`src/rtl/loong_uart_tx_framer_if.sv`:
```
// Handshake bundle between the LOONG core side and the UART return-path framer.
interface loong_uart_tx_framer_if;
    logic        start;
    logic [63:0] ciphertext_flat;
    logic        tx_serial;
    logic        busy;
    logic        done;

    modport master (
        output start,
        output ciphertext_flat,
        input  tx_serial,
        input  busy,
        input  done
    );

    modport slave (
        input  start,
        input  ciphertext_flat,
        output tx_serial,
        output busy,
        output done
    );
endinterface

```
`src/rtl/loong_uart_tx_framer.sv`:
```
// Serializes a captured 16-nibble ciphertext as an 18-byte 8N1 UART frame:
// header, one byte per nibble (nibble 0 first), trailer.
module loong_uart_tx_framer #(
    parameter int          CLKS_PER_BIT = 434,
    parameter logic [7:0]  HEADER_BYTE  = 8'hAA,
    parameter logic [7:0]  TRAILER_BYTE = 8'hFF
) (
    input  logic                   clck,
    input  logic                   reset,
    loong_uart_tx_framer_if.slave  bus
);

    typedef enum logic [2:0] {
        IDLE,
        START_BIT,
        DATA_BITS,
        STOP_BIT,
        DONE
    } state_t;

    localparam int             CW        = (CLKS_PER_BIT > 1) ? $clog2(CLKS_PER_BIT) : 1;
    localparam logic [CW-1:0]  CNT_MAX   = CW'(CLKS_PER_BIT - 1);
    localparam logic [4:0]     LAST_BYTE = 5'd17;

    state_t         state_q, state_d;
    logic [CW-1:0]  cnt_q, cnt_d;
    logic [2:0]     bit_idx_q, bit_idx_d;
    logic [4:0]     byte_idx_q, byte_idx_d;
    logic [63:0]    cipher_q, cipher_d;
    logic           tx_q, tx_d;
    logic           busy_q, busy_d;
    logic           done_q, done_d;
    logic [7:0]     cur_byte;

    function automatic logic [7:0] frame_byte(input logic [4:0] idx, input logic [63:0] data);
        logic [3:0] nib_idx;
        logic [3:0] nib;
        nib_idx = 4'(idx - 5'd1);
        nib     = data[{nib_idx, 2'b00} +: 4];
        if (idx == 5'd0)
            return HEADER_BYTE;
        else if (idx == LAST_BYTE)
            return TRAILER_BYTE;
        else
            return {4'h0, nib};
    endfunction

    // tx_d always carries the level for the cycle after the edge, so the line
    // changes exactly on bit boundaries with no gap between stop and next start.
    always_comb begin
        state_d    = state_q;
        cnt_d      = cnt_q;
        bit_idx_d  = bit_idx_q;
        byte_idx_d = byte_idx_q;
        cipher_d   = cipher_q;
        tx_d       = tx_q;
        busy_d     = busy_q;
        done_d     = 1'b0;
        cur_byte   = frame_byte(byte_idx_q, cipher_q);

        case (state_q)
            IDLE: begin
                tx_d   = 1'b1;
                busy_d = 1'b0;
                if (bus.start) begin
                    cipher_d   = bus.ciphertext_flat;
                    byte_idx_d = 5'd0;
                    bit_idx_d  = 3'd0;
                    cnt_d      = '0;
                    state_d    = START_BIT;
                    busy_d     = 1'b1;
                    tx_d       = 1'b0;
                end
            end
            START_BIT: begin
                if (cnt_q == CNT_MAX) begin
                    cnt_d     = '0;
                    bit_idx_d = 3'd0;
                    state_d   = DATA_BITS;
                    tx_d      = cur_byte[0];
                end else begin
                    cnt_d = cnt_q + CW'(1);
                end
            end
            DATA_BITS: begin
                if (cnt_q == CNT_MAX) begin
                    cnt_d = '0;
                    if (bit_idx_q == 3'd7) begin
                        state_d = STOP_BIT;
                        tx_d    = 1'b1;
                    end else begin
                        bit_idx_d = bit_idx_q + 3'd1;
                        tx_d      = cur_byte[bit_idx_q + 3'd1];
                    end
                end else begin
                    cnt_d = cnt_q + CW'(1);
                end
            end
            STOP_BIT: begin
                if (cnt_q == CNT_MAX) begin
                    cnt_d = '0;
                    if (byte_idx_q < LAST_BYTE) begin
                        byte_idx_d = byte_idx_q + 5'd1;
                        state_d    = START_BIT;
                        tx_d       = 1'b0;
                    end else begin
                        state_d = DONE;
                        busy_d  = 1'b0;
                        done_d  = 1'b1;
                        tx_d    = 1'b1;
                    end
                end else begin
                    cnt_d = cnt_q + CW'(1);
                end
            end
            DONE: begin
                state_d = IDLE;
                busy_d  = 1'b0;
                tx_d    = 1'b1;
            end
            default: begin
                state_d = IDLE;
                busy_d  = 1'b0;
                tx_d    = 1'b1;
            end
        endcase
    end

    always_ff @(posedge clck) begin
        if (reset) begin
            state_q    <= IDLE;
            cnt_q      <= '0;
            bit_idx_q  <= 3'd0;
            byte_idx_q <= 5'd0;
            cipher_q   <= 64'd0;
            tx_q       <= 1'b1;
            busy_q     <= 1'b0;
            done_q     <= 1'b0;
        end else begin
            state_q    <= state_d;
            cnt_q      <= cnt_d;
            bit_idx_q  <= bit_idx_d;
            byte_idx_q <= byte_idx_d;
            cipher_q   <= cipher_d;
            tx_q       <= tx_d;
            busy_q     <= busy_d;
            done_q     <= done_d;
        end
    end

    assign bus.tx_serial = tx_q;
    assign bus.busy      = busy_q;
    assign bus.done      = done_q;

endmodule

```
`src/flat_wrapper.sv`:
```
// flat-port wrapper written by rule: the top's interface ports become plain ports
module loong_uart_tx_framer_flat 
#(
    parameter int          CLKS_PER_BIT = 434,
    parameter logic [7:0]  HEADER_BYTE  = 8'hAA,
    parameter logic [7:0]  TRAILER_BYTE = 8'hFF
)
  (clck, reset, bus_start, bus_ciphertext_flat, bus_tx_serial, bus_busy, bus_done);
  loong_uart_tx_framer_if bus_i ();
  input  logic clck;
  input  logic reset;
  input wire logic [$bits(bus_i.start)-1:0] bus_start;
  input wire logic [$bits(bus_i.ciphertext_flat)-1:0] bus_ciphertext_flat;
  output wire logic [$bits(bus_i.tx_serial)-1:0] bus_tx_serial;
  output wire logic [$bits(bus_i.busy)-1:0] bus_busy;
  output wire logic [$bits(bus_i.done)-1:0] bus_done;
  assign bus_i.start = bus_start;
  assign bus_i.ciphertext_flat = bus_ciphertext_flat;
  assign bus_tx_serial = bus_i.tx_serial;
  assign bus_busy = bus_i.busy;
  assign bus_done = bus_i.done;
  loong_uart_tx_framer #(.CLKS_PER_BIT(CLKS_PER_BIT), .HEADER_BYTE(HEADER_BYTE), .TRAILER_BYTE(TRAILER_BYTE)) u_core (.clck(clck), .reset(reset), .bus(bus_i));
endmodule
```
`config.mk`:
```
export PLATFORM = sky130hd
export DESIGN_NAME = loong_uart_tx_framer_flat
export DESIGN_NICKNAME = d
export VERILOG_FILES = /design/src/rtl/loong_uart_tx_framer_if.sv /design/src/rtl/loong_uart_tx_framer.sv /design/src/flat_wrapper.sv
export SDC_FILE = /design/constraint.sdc
export NUM_CORES = 1
export LEC_CHECK = 0
export CAP_MARGIN = 0
export CORE_ASPECT_RATIO = 1.4
export CORE_MARGIN = 2
export CORE_UTILIZATION = 44
export CTS_CLUSTER_DIAMETER = 50
export DETAILED_ROUTE_END_ITERATION = 10
export PLACE_DENSITY_LB_ADDON = 0.05
export SYNTH_ARGS = -nofsm -noshare
export SYNTH_HDL_FRONTEND = slang
export SYNTH_SLANG_ARGS = --single-unit
```
`constraint.sdc`:
```
create_clock -name clck -period 2.9 [get_ports clck]
set_clock_uncertainty 0.05 [all_clocks]
set_input_delay 0.58 -clock clck [delete_from_list [all_inputs] [get_ports clck]]
set_output_delay 0.58 -clock clck [all_outputs]
set_load 0.1 [all_outputs]
```
==> results of run 1 <==
[placed cells by master (no fill, tap or decap), types with 6 or more instances in the layout]
cell type                         netlist  routed
sky130_fd_sc_hd__a21oi_1               72      72
sky130_fd_sc_hd__buf_4                  1      12
sky130_fd_sc_hd__mux4_2                 8       8
sky130_fd_sc_hd__ha_1                   8       7
sky130_fd_sc_hd__xor2_1                 9       9
sky130_fd_sc_hd__nor3_1                11      11
sky130_fd_sc_hd__clkbuf_16              0       9
sky130_fd_sc_hd__mux2i_1               17      17
sky130_fd_sc_hd__nand2_1              144     144
sky130_fd_sc_hd__inv_1                  6       6
sky130_fd_sc_hd__nor2_1                30      29
sky130_fd_sc_hd__dfxtp_1               87      87
sky130_fd_sc_hd__nand2b_1               8       8
sky130_fd_sc_hd__clkdlybuf4s50_1        0      65
[registers in the layout, summed over array words and instances, names as in the netlist]
register / cells
u_core.bus.tx_serial: 1
u_core.bit_idx_q: 3
u_core.state_q: 3
u_core.bus.busy: 1
u_core.cipher_q: 64
u_core.bus.done: 1
u_core.cnt_q: 9
u_core.byte_idx_q: 5
[worst max-delay path, stage by stage, from the launching register on]
cell                       delay, ns
sky130_fd_sc_hd__dfxtp_1        0.41
sky130_fd_sc_hd__inv_1          0.14
sky130_fd_sc_hd__ha_4           0.35
sky130_fd_sc_hd__buf_4          0.20
sky130_fd_sc_hd__mux4_2         0.32
sky130_fd_sc_hd__mux2i_1        0.15
sky130_fd_sc_hd__nor3_1         0.07
sky130_fd_sc_hd__a31o_1         0.18
sky130_fd_sc_hd__o311ai_1       0.28
sky130_fd_sc_hd__a211oi_1       0.11
sky130_fd_sc_hd__a211o_1        0.27
[metrics by stage]
step	power [mW]	instance area, um2	setup slack, ns	hold WS [ns]	utilization
2_1_floorplan	1.51	4040	0.237	0.382	-
3_3_place_gp	1.66	4800	0.162	0.391	0.535
3_5_place_dp	1.67	4800	0.101	0.397	0.535
4_1_cts	2.77	5080	0.0832	0.405	0.566
5_1_grt	2.86	5090	0.0823	0.427	0.567
6_report	2.75	5090	0.253	0.402	0.567
[repair_timing]
item | 4_1_cts | 5_1_grt
resized for setup | 0 | 2
hold buffers | 0 | 0
endpoints found under the setup margin | 0 | 1
[layer usage]
metal / vias up / routed length (um)
met5: - / 0
met4: 0 / 133
met3: 10 / 276
met2: 56 / 5200
met1: 1662 / 4180
li1: 1795 / -
[how the worst min path moves through the flow]
stage | from | end | slack, ns | cells after the start
floorplan | u_core.cipher_q[40] | u_core.cipher_q[40] | 0.38 | 2
global placement | u_core.cipher_q[61] | u_core.cipher_q[61] | 0.39 | 2
detailed placement | u_core.cipher_q[36] | u_core.cipher_q[36] | 0.40 | 2
CTS | u_core.cipher_q[36] | u_core.cipher_q[36] | 0.40 | 2
global route | u_core.cipher_q[19] | u_core.cipher_q[19] | 0.43 | 2
finish | u_core.cipher_q[36] | u_core.cipher_q[36] | 0.40 | 2
[area by class of cell]
class / instances / area, um2
clock inverters: 4 / 48.8
repair buffers: 79 / 766
inverters: 6 / 22.5
flip-flops and latches: 87 / 1740
well taps: 107 / 134
multi-input cells: 366 / 2150
clock buffers: 10 / 229
fillers: 879 / 3880
[cells by family (layout without fill, tap and decap cells)]
logic type	Yosys count	count (layout)	synth area share
and+or+nand+nor	220	220	0.231
AOI/OAI and AO/OA	98	98	0.139
xor gates and xnor gates	13	13	0.0328
buffers and inverters	40	99	0.0424
muxes	27	27	0.0996
DFF	87	87	0.431
adders and majority gates	8	8	0.0248
[where the power goes]
group          internal [mW]  switching, mW
clock                  0.656          0.457
combinational          0.160          0.171
sequential              1.26         0.0444
total                   2.08          0.672
==> qor_table.md, run 1 <==
| Result | Reported | Unit |
|:---|:---|:---|
| Final count of pins violating max slew | 0 | - |
| Count of TritonRoute iterations in the first routing pass | 4 | - |
| Post-synth EDFFs | 0 | - |
| Post-synthesis instance area | 4040 | um2 |
| Clock root buffer | sky130_fd_sc_hd__clkbuf_16 | - |
| Clock-pin slew of the registers on the worst-case setup and hold paths | 0.06 | ns |
| Capturing element type of the critical path | flop | - |
| Crit Reg-Reg Endpoint | u_core.bus.tx_serial | - |
| Count of antenna diodes in the layout | 0 | - |
| Critical path capture point | u_core.bus.tx_serial | - |
| Arrival time worst endpoint | 2.83 | ns |
| Status | finished, final reports clean | - |
| R2R depth | 10 | - |
| Width of the die | 85.0 | um |
| Global-route congestion overflow total | 0 | - |
| Clock tree from TritonCTS | done | - |
| Number of I/O pins | 70 | - |
| Number of nets produced by synthesis | 568 | - |
| Mean area per synthesized cell | 8.20 | um2 |
| Placed Cells incl. Taps | 645 | - |
| Core ar. | 8980 | um2 |
| Gate Count Post-Synth | 493 | - |
| Met2 Resource Use GR | 0.357 | - |
| Most frequently used cell type in the post-synthesis netlist | sky130_fd_sc_hd__nand2_1 | - |
| Post-Layout Cell Count | 659 | - |
| Skew-Pair Late Insertion Delay | 0.34 | ns |
| Part of the Yosys area used for sequential elements | 0.431 | - |
| Share of final-layout standard cells stronger than drive strength 1 | 0.0779 | - |
| Top cells by area, synth | sky130_fd_sc_hd__dfxtp_1, sky130_fd_sc_hd__nand2_1, sky130_fd_sc_hd__a21oi_1 | - |
| Timing-limited maximum frequency | 0.378 | GHz |
| Clock period minus worst slack | 2.65 | ns |
| PortBufs | 69 | - |
| Detailed placement HPWL | 7130 | um |
| Met3 demand-to-capacity share in global routing | 0.0366 | - |
| Busiest layer in global routing | met2 | - |
| Number of placement rows | 41 | - |
| Unique masters post-synth | 46 | - |
| Max Cap Viol | 0 | - |
| Full die area | 9980 | um2 |
| Warning count from the yosys run | 0 | - |
| DRC violation count after routing | 0 | - |
| Worst path required time | 3.08 | ns |
| Total Nets Final | 624 | - |
| Internal reg-to-reg setup slack | 0.25 | ns |
| Headroom to the max-slew limit | 0.196 | - |
| Power density over the cells | 540 | nW/um2 |
| Unrepaired setup endpoints after global routing | false | - |
| Number of antenna violations at the first check in global routing | 0 | - |
| Leading post-synthesis cells by instance count | sky130_fd_sc_hd__nand2_1, sky130_fd_sc_hd__dfxtp_1, sky130_fd_sc_hd__a21oi_1 | - |
| Start-to-end type of the worst setup path | reg -> reg | - |
| Layout-stage area growth over the synthesis result | 25.9 | % |
| Path category of the worst min-delay check | reg -> reg | - |
| Part of the cycle the worst path needs | 0.913 | - |
| Pin count of the biggest net entering global routing | 66 | - |
| Max rail drop VDD | 0.353 | mV |
| Met1 usage | 0.237 | - |
| Maximum count of clock buffers along a single path | 2 | - |
| Worst slew pin tran | 1.21 | ns |
| Detailed-route via count | 3523 | - |
| Detailed router's first-iteration violation count | 143 | - |
| Cts bufs inserted | 9 | - |
| Drt total wl | 9790 | um |
| Final hold violation count | 0 | - |
| Chip height | 117 | um |
| Final estimated routing congestion in global placement | 0.840 | - |
| CP Launch Point | u_core.byte_idx_q[1] | - |
| Count of antenna-violating nets left after detailed routing | 0 | - |
| Buffers inserted during post-CTS setup optimization | 0 | - |
| Sum Neg Setup Slack | 0 | ns |
| Vias per Instance | 5.35 | - |
| All-Layer GR Usage | 0.201 | - |
| Startpoint type of the worst setup path | flop | - |
| Starting density of the core | 0.450 | - |
| Total number of clock tree sinks | 87 | - |
| Share of async-settable or async-resettable flops after synthesis | 0 | - |
| Fraction of synthesized cell area taken by the top area cell type | 0.431 | - |
| Routed wirelength normalized by instance count | 14.9 | um |
| Main synth FF type | sky130_fd_sc_hd__dfxtp_1 | - |
| Library cell with the largest summed area after synthesis | sky130_fd_sc_hd__dfxtp_1 | - |
| Leakage Power | 1.86 | nW |
| Global-route wire length before repair | 16200 | um |
| Largest fanout on the critical path | 10 | - |
| Reg-to-reg startpoint | u_core.byte_idx_q[1] | - |
| Level count of the clock H-tree | 3 | - |
| Vias in the first global route | 3418 | - |
| Finish-stage setup viols | 0 | - |
| Synth Register Bits | 87 | - |
Power figures use the tool's default switching activity.
==> run 2, diff against run 1 <==
--- a/config.mk
+++ b/config.mk
@@ -6,9 +6,11 @@
 export NUM_CORES = 1
 export LEC_CHECK = 0
 export CAP_MARGIN = 0
+export CELL_PAD_IN_SITES_DETAIL_PLACEMENT = 1
+export CELL_PAD_IN_SITES_GLOBAL_PLACEMENT = 1
 export CORE_ASPECT_RATIO = 1.4
 export CORE_MARGIN = 2
-export CORE_UTILIZATION = 44
+export CORE_UTILIZATION = 42
 export CTS_CLUSTER_DIAMETER = 50
 export DETAILED_ROUTE_END_ITERATION = 10
 export PLACE_DENSITY_LB_ADDON = 0.05
==> constraint.sdc (replaced) <==
create_clock -name clck -period 3.2 [get_ports clck]
set_clock_uncertainty 0.05 [all_clocks]
set_input_delay 0.48 -clock clck [delete_from_list [all_inputs] [get_ports clck]]
set_output_delay 0.48 -clock clck [all_outputs]
set_load 0.1 [all_outputs]
==> run 2 against run 1 <==
Net effect:
- global-route usage rose by 1.7 points
- die area rose by 4.6%
- cell count rose by 0.61%
- first-iteration DRC count fell by 43%
- routed wire length rose by 8.7%
- power fell by 9.7%
- non-clock buffer count fell by 1
- clock-buffer cell count rose by 1
- via count rose by 2.2%
- worst hold slack barely moved
- sequential share of layout area rose by 0.059 points
- register-to-register slack got worse by 0.02 ns
==> qor_table.md, run 2 (synthesis results as in run 1) <==
| Result | Reported | Unit |
|:---|:---|:---|
| Status | finished, final reports clean | - |
| Placed inst area | 4800 | um2 |
| Worst slew pin tran | 1.17 | ns |
| Unrepaired setup endpoints after global routing | false | - |
| Critical path, cell by cell | inv_1, ha_1, mux4_2, mux2i_1, nor2_1, a31o_2, o21ai_0, nand3b_1, a211o_1 | - |
| Number of stages on the worst hold path | 2 | - |
| Count of antenna-violating nets left after detailed routing | 0 | - |
| CTS Hold Buffers Added | 0 | - |
| Crit Reg-Reg Endpoint | u_core.bus.tx_serial | - |
| Clock tree from TritonCTS | done | - |
| Count of TritonRoute iterations in the first routing pass | 4 | - |
| Vias in the first global route | 3758 | - |
| Pin count of the biggest net entering global routing | 64 | - |
| Total number of clock tree sinks | 87 | - |
| Chip height | 120 | um |
| Slowest cell delay on critical path | 0.67 | ns |
| Max rail drop VDD | 0.294 | mV |
| Global-route wire length before repair | 17700 | um |
| Flip-flop count of the largest register, all copies and words added | 64 | - |
| Detailed placement HPWL | 7690 | um |
| Maximum count of clock buffers along a single path | 2 | - |
| CTS resizes | 0 | - |
| Core ar. | 9410 | um2 |
| DRC violation count after routing | 0 | - |
| Worst path required time | 3.38 | ns |
| Path category of the worst min-delay check | reg -> reg | - |
| Final count of pins violating max slew | 0 | - |
| Part of the cycle the worst path needs | 0.928 | - |
| Headroom to the max-slew limit | 0.218 | - |
| Sum Neg Setup Slack | 0 | ns |
| Starting density of the core | 0.430 | - |
| Drt total wl | 10600 | um |
| Final hold violation count | 0 | - |
| Final design area excluding fillers | 5080 | um2 |
| Layout-stage area growth over the synthesis result | 25.7 | % |
| All-Layer GR Usage | 0.218 | - |
| Vias per Instance | 5.43 | - |
| Critical path's slowest cell | sky130_fd_sc_hd__ha_1 | - |
| R2R depth | 9 | - |
| Internal reg-to-reg setup slack | 0.23 | ns |
| Layout fillers | 1136 | - |
| Most flops, register | u_core.cipher_q | - |
| Total Nets Final | 623 | - |
| Clock root buffer | sky130_fd_sc_hd__clkbuf_16 | - |
| Skew-Pair Late Insertion Delay | 0.34 | ns |
| Count of buffering cells on the critical path with inverters included | 1 | - |
| Crit path max-delay family | multiplexers | - |
| Most frequent cells in the layout | sky130_fd_sc_hd__nand2_1, sky130_fd_sc_hd__dfxtp_1, sky130_fd_sc_hd__a21oi_1 | - |
| Buffers inserted during post-CTS setup optimization | 0 | - |
| Reg-to-reg startpoint | u_core.byte_idx_q[1] | - |
| Arrival time worst endpoint | 3.15 | ns |
| Total power consumption of the routed design | 2.48 | mW |
| Clock-pin slew of the registers on the worst-case setup and hold paths | 0.06 | ns |
| Registers with the highest flip-flop counts | u_core.cipher_q (64), u_core.cnt_q (9), u_core.byte_idx_q (5) | - |
| Routed wirelength normalized by instance count | 16.1 | um |
| Capturing element type of the critical path | flop | - |
| Detailed router's first-iteration violation count | 82 | - |
| Level count of the clock H-tree | 3 | - |
| Leakage Power | 1.86 | nW |
| Clock period minus worst slack | 2.97 | ns |
| Number of antenna violations at the first check in global routing | 0 | - |
| Count of antenna diodes in the layout | 0 | - |
| Largest fanout on the critical path | 11 | - |
| Width of the die | 86.9 | um |
| Global-route congestion overflow total | 0 | - |
| Endpoint of the worst hold-timing path | u_core.cipher_q[22] | - |
| Finish-stage setup viols | 0 | - |
| Cts bufs inserted | 9 | - |
| Power density over the cells | 488 | nW/um2 |
| Max Cap Viol | 0 | - |
| PortBufs | 69 | - |
| Share of final-layout standard cells stronger than drive strength 1 | 0.0796 | - |
| Timing-limited maximum frequency | 0.337 | GHz |
| Full die area | 10400 | um2 |
| Start-to-end type of the worst setup path | reg -> reg | - |
| Number of I/O pins | 70 | - |
| Number of placement rows | 42 | - |
| Final estimated routing congestion in global placement | 0.835 | - |
| Detailed-route via count | 3602 | - |
| Hold path startpoint | u_core.cipher_q[22] | - |
| Startpoint type of the worst setup path | flop | - |
| Leading cell type in the layout, fill and taps excluded | sky130_fd_sc_hd__nand2_1 | - |
==> run 2: cell count changes in the layout (fill, tap and decap cells not counted), sizes merged <==
cell	delta
clkinv	+2
clkbuf	+1
bufinv	-1
buf	-1
==> run 2: report_power, final <==
group          switching [mW]  internal [mW]  leakage, nW
Combinational           0.160          0.147         1.00
Sequential             0.0410           1.14        0.712
Clock                   0.424          0.566        0.145
Total                   0.625           1.86         1.86
==> run 2: layer usage <==
metal	track usage	wire (um)
met1	0.241	4450
met2	0.401	5770
met3	0.0454	262
met4	0.0742	164
met5	0	0
==> run 2: worst max path at each step <==
stage / start / end / slack, ns / depth (start not counted)
2_1_floorplan: u_core.byte_idx_q[0] / u_core.bus.tx_serial / 0.54 / 12
3_3_place_gp: u_core.byte_idx_q[1] / u_core.bus.tx_serial / 0.39 / 9
3_5_place_dp: u_core.byte_idx_q[1] / u_core.bus.tx_serial / 0.25 / 9
4_1_cts: u_core.byte_idx_q[1] / u_core.bus.tx_serial / 0.24 / 9
5_1_grt: u_core.byte_idx_q[1] / u_core.bus.tx_serial / 0.04 / 9
6_report: u_core.byte_idx_q[1] / u_core.bus.tx_serial / 0.23 / 9
==> run 2: area by class of cell <==
cell class / instances / area, um2 / area share
inverter: 6 / 22.5 / 0.00443
tap: 110 / 138 / 0.0271
sequential: 87 / 1740 / 0.343
multi-input combinational: 366 / 2140 / 0.421
timing repair buffer: 78 / 758 / 0.149
clock buffer: 11 / 253 / 0.0497
clock inverter: 5 / 32.5 / 0.00640
==> run 2: per-stage QoR <==
| step | util | hold slack, ns | worst slack, ns | instances |
|---|---|---|---|---|
| after floorplan | - | 0.382 | 0.537 | 493 |
| after global placement | 0.510 | 0.392 | 0.388 | 647 |
| after detailed placement | 0.510 | 0.401 | 0.255 | 647 |
| after CTS | 0.540 | 0.407 | 0.237 | 663 |
| after global routing | 0.540 | 0.419 | 0.0425 | 663 |
| final | 0.540 | 0.402 | 0.229 | 663 |
==> run 2: worst register-to-register path: cells and delay by family, from the launching register on <==
family,cells,cell delay (ns)
AOI/OAI and AO/OA,3,0.71
muxes,2,0.72
and+or+nand+nor,2,0.18
buffers and inverters,1,0.12
adders and majority gates,1,0.67
DFF,1,0.42
==> run 3, diff against run 2 <==
--- a/config.mk
+++ b/config.mk
@@ -14,6 +14,7 @@
 export CTS_CLUSTER_DIAMETER = 50
 export DETAILED_ROUTE_END_ITERATION = 10
 export PLACE_DENSITY_LB_ADDON = 0.05
+export SKIP_CTS_REPAIR_TIMING = 1
 export SYNTH_ARGS = -nofsm -noshare
 export SYNTH_HDL_FRONTEND = slang
 export SYNTH_SLANG_ARGS = --single-unit
==> results of run 3 <==
No change in the layout: final DEF, timing and power equal those of run 2.
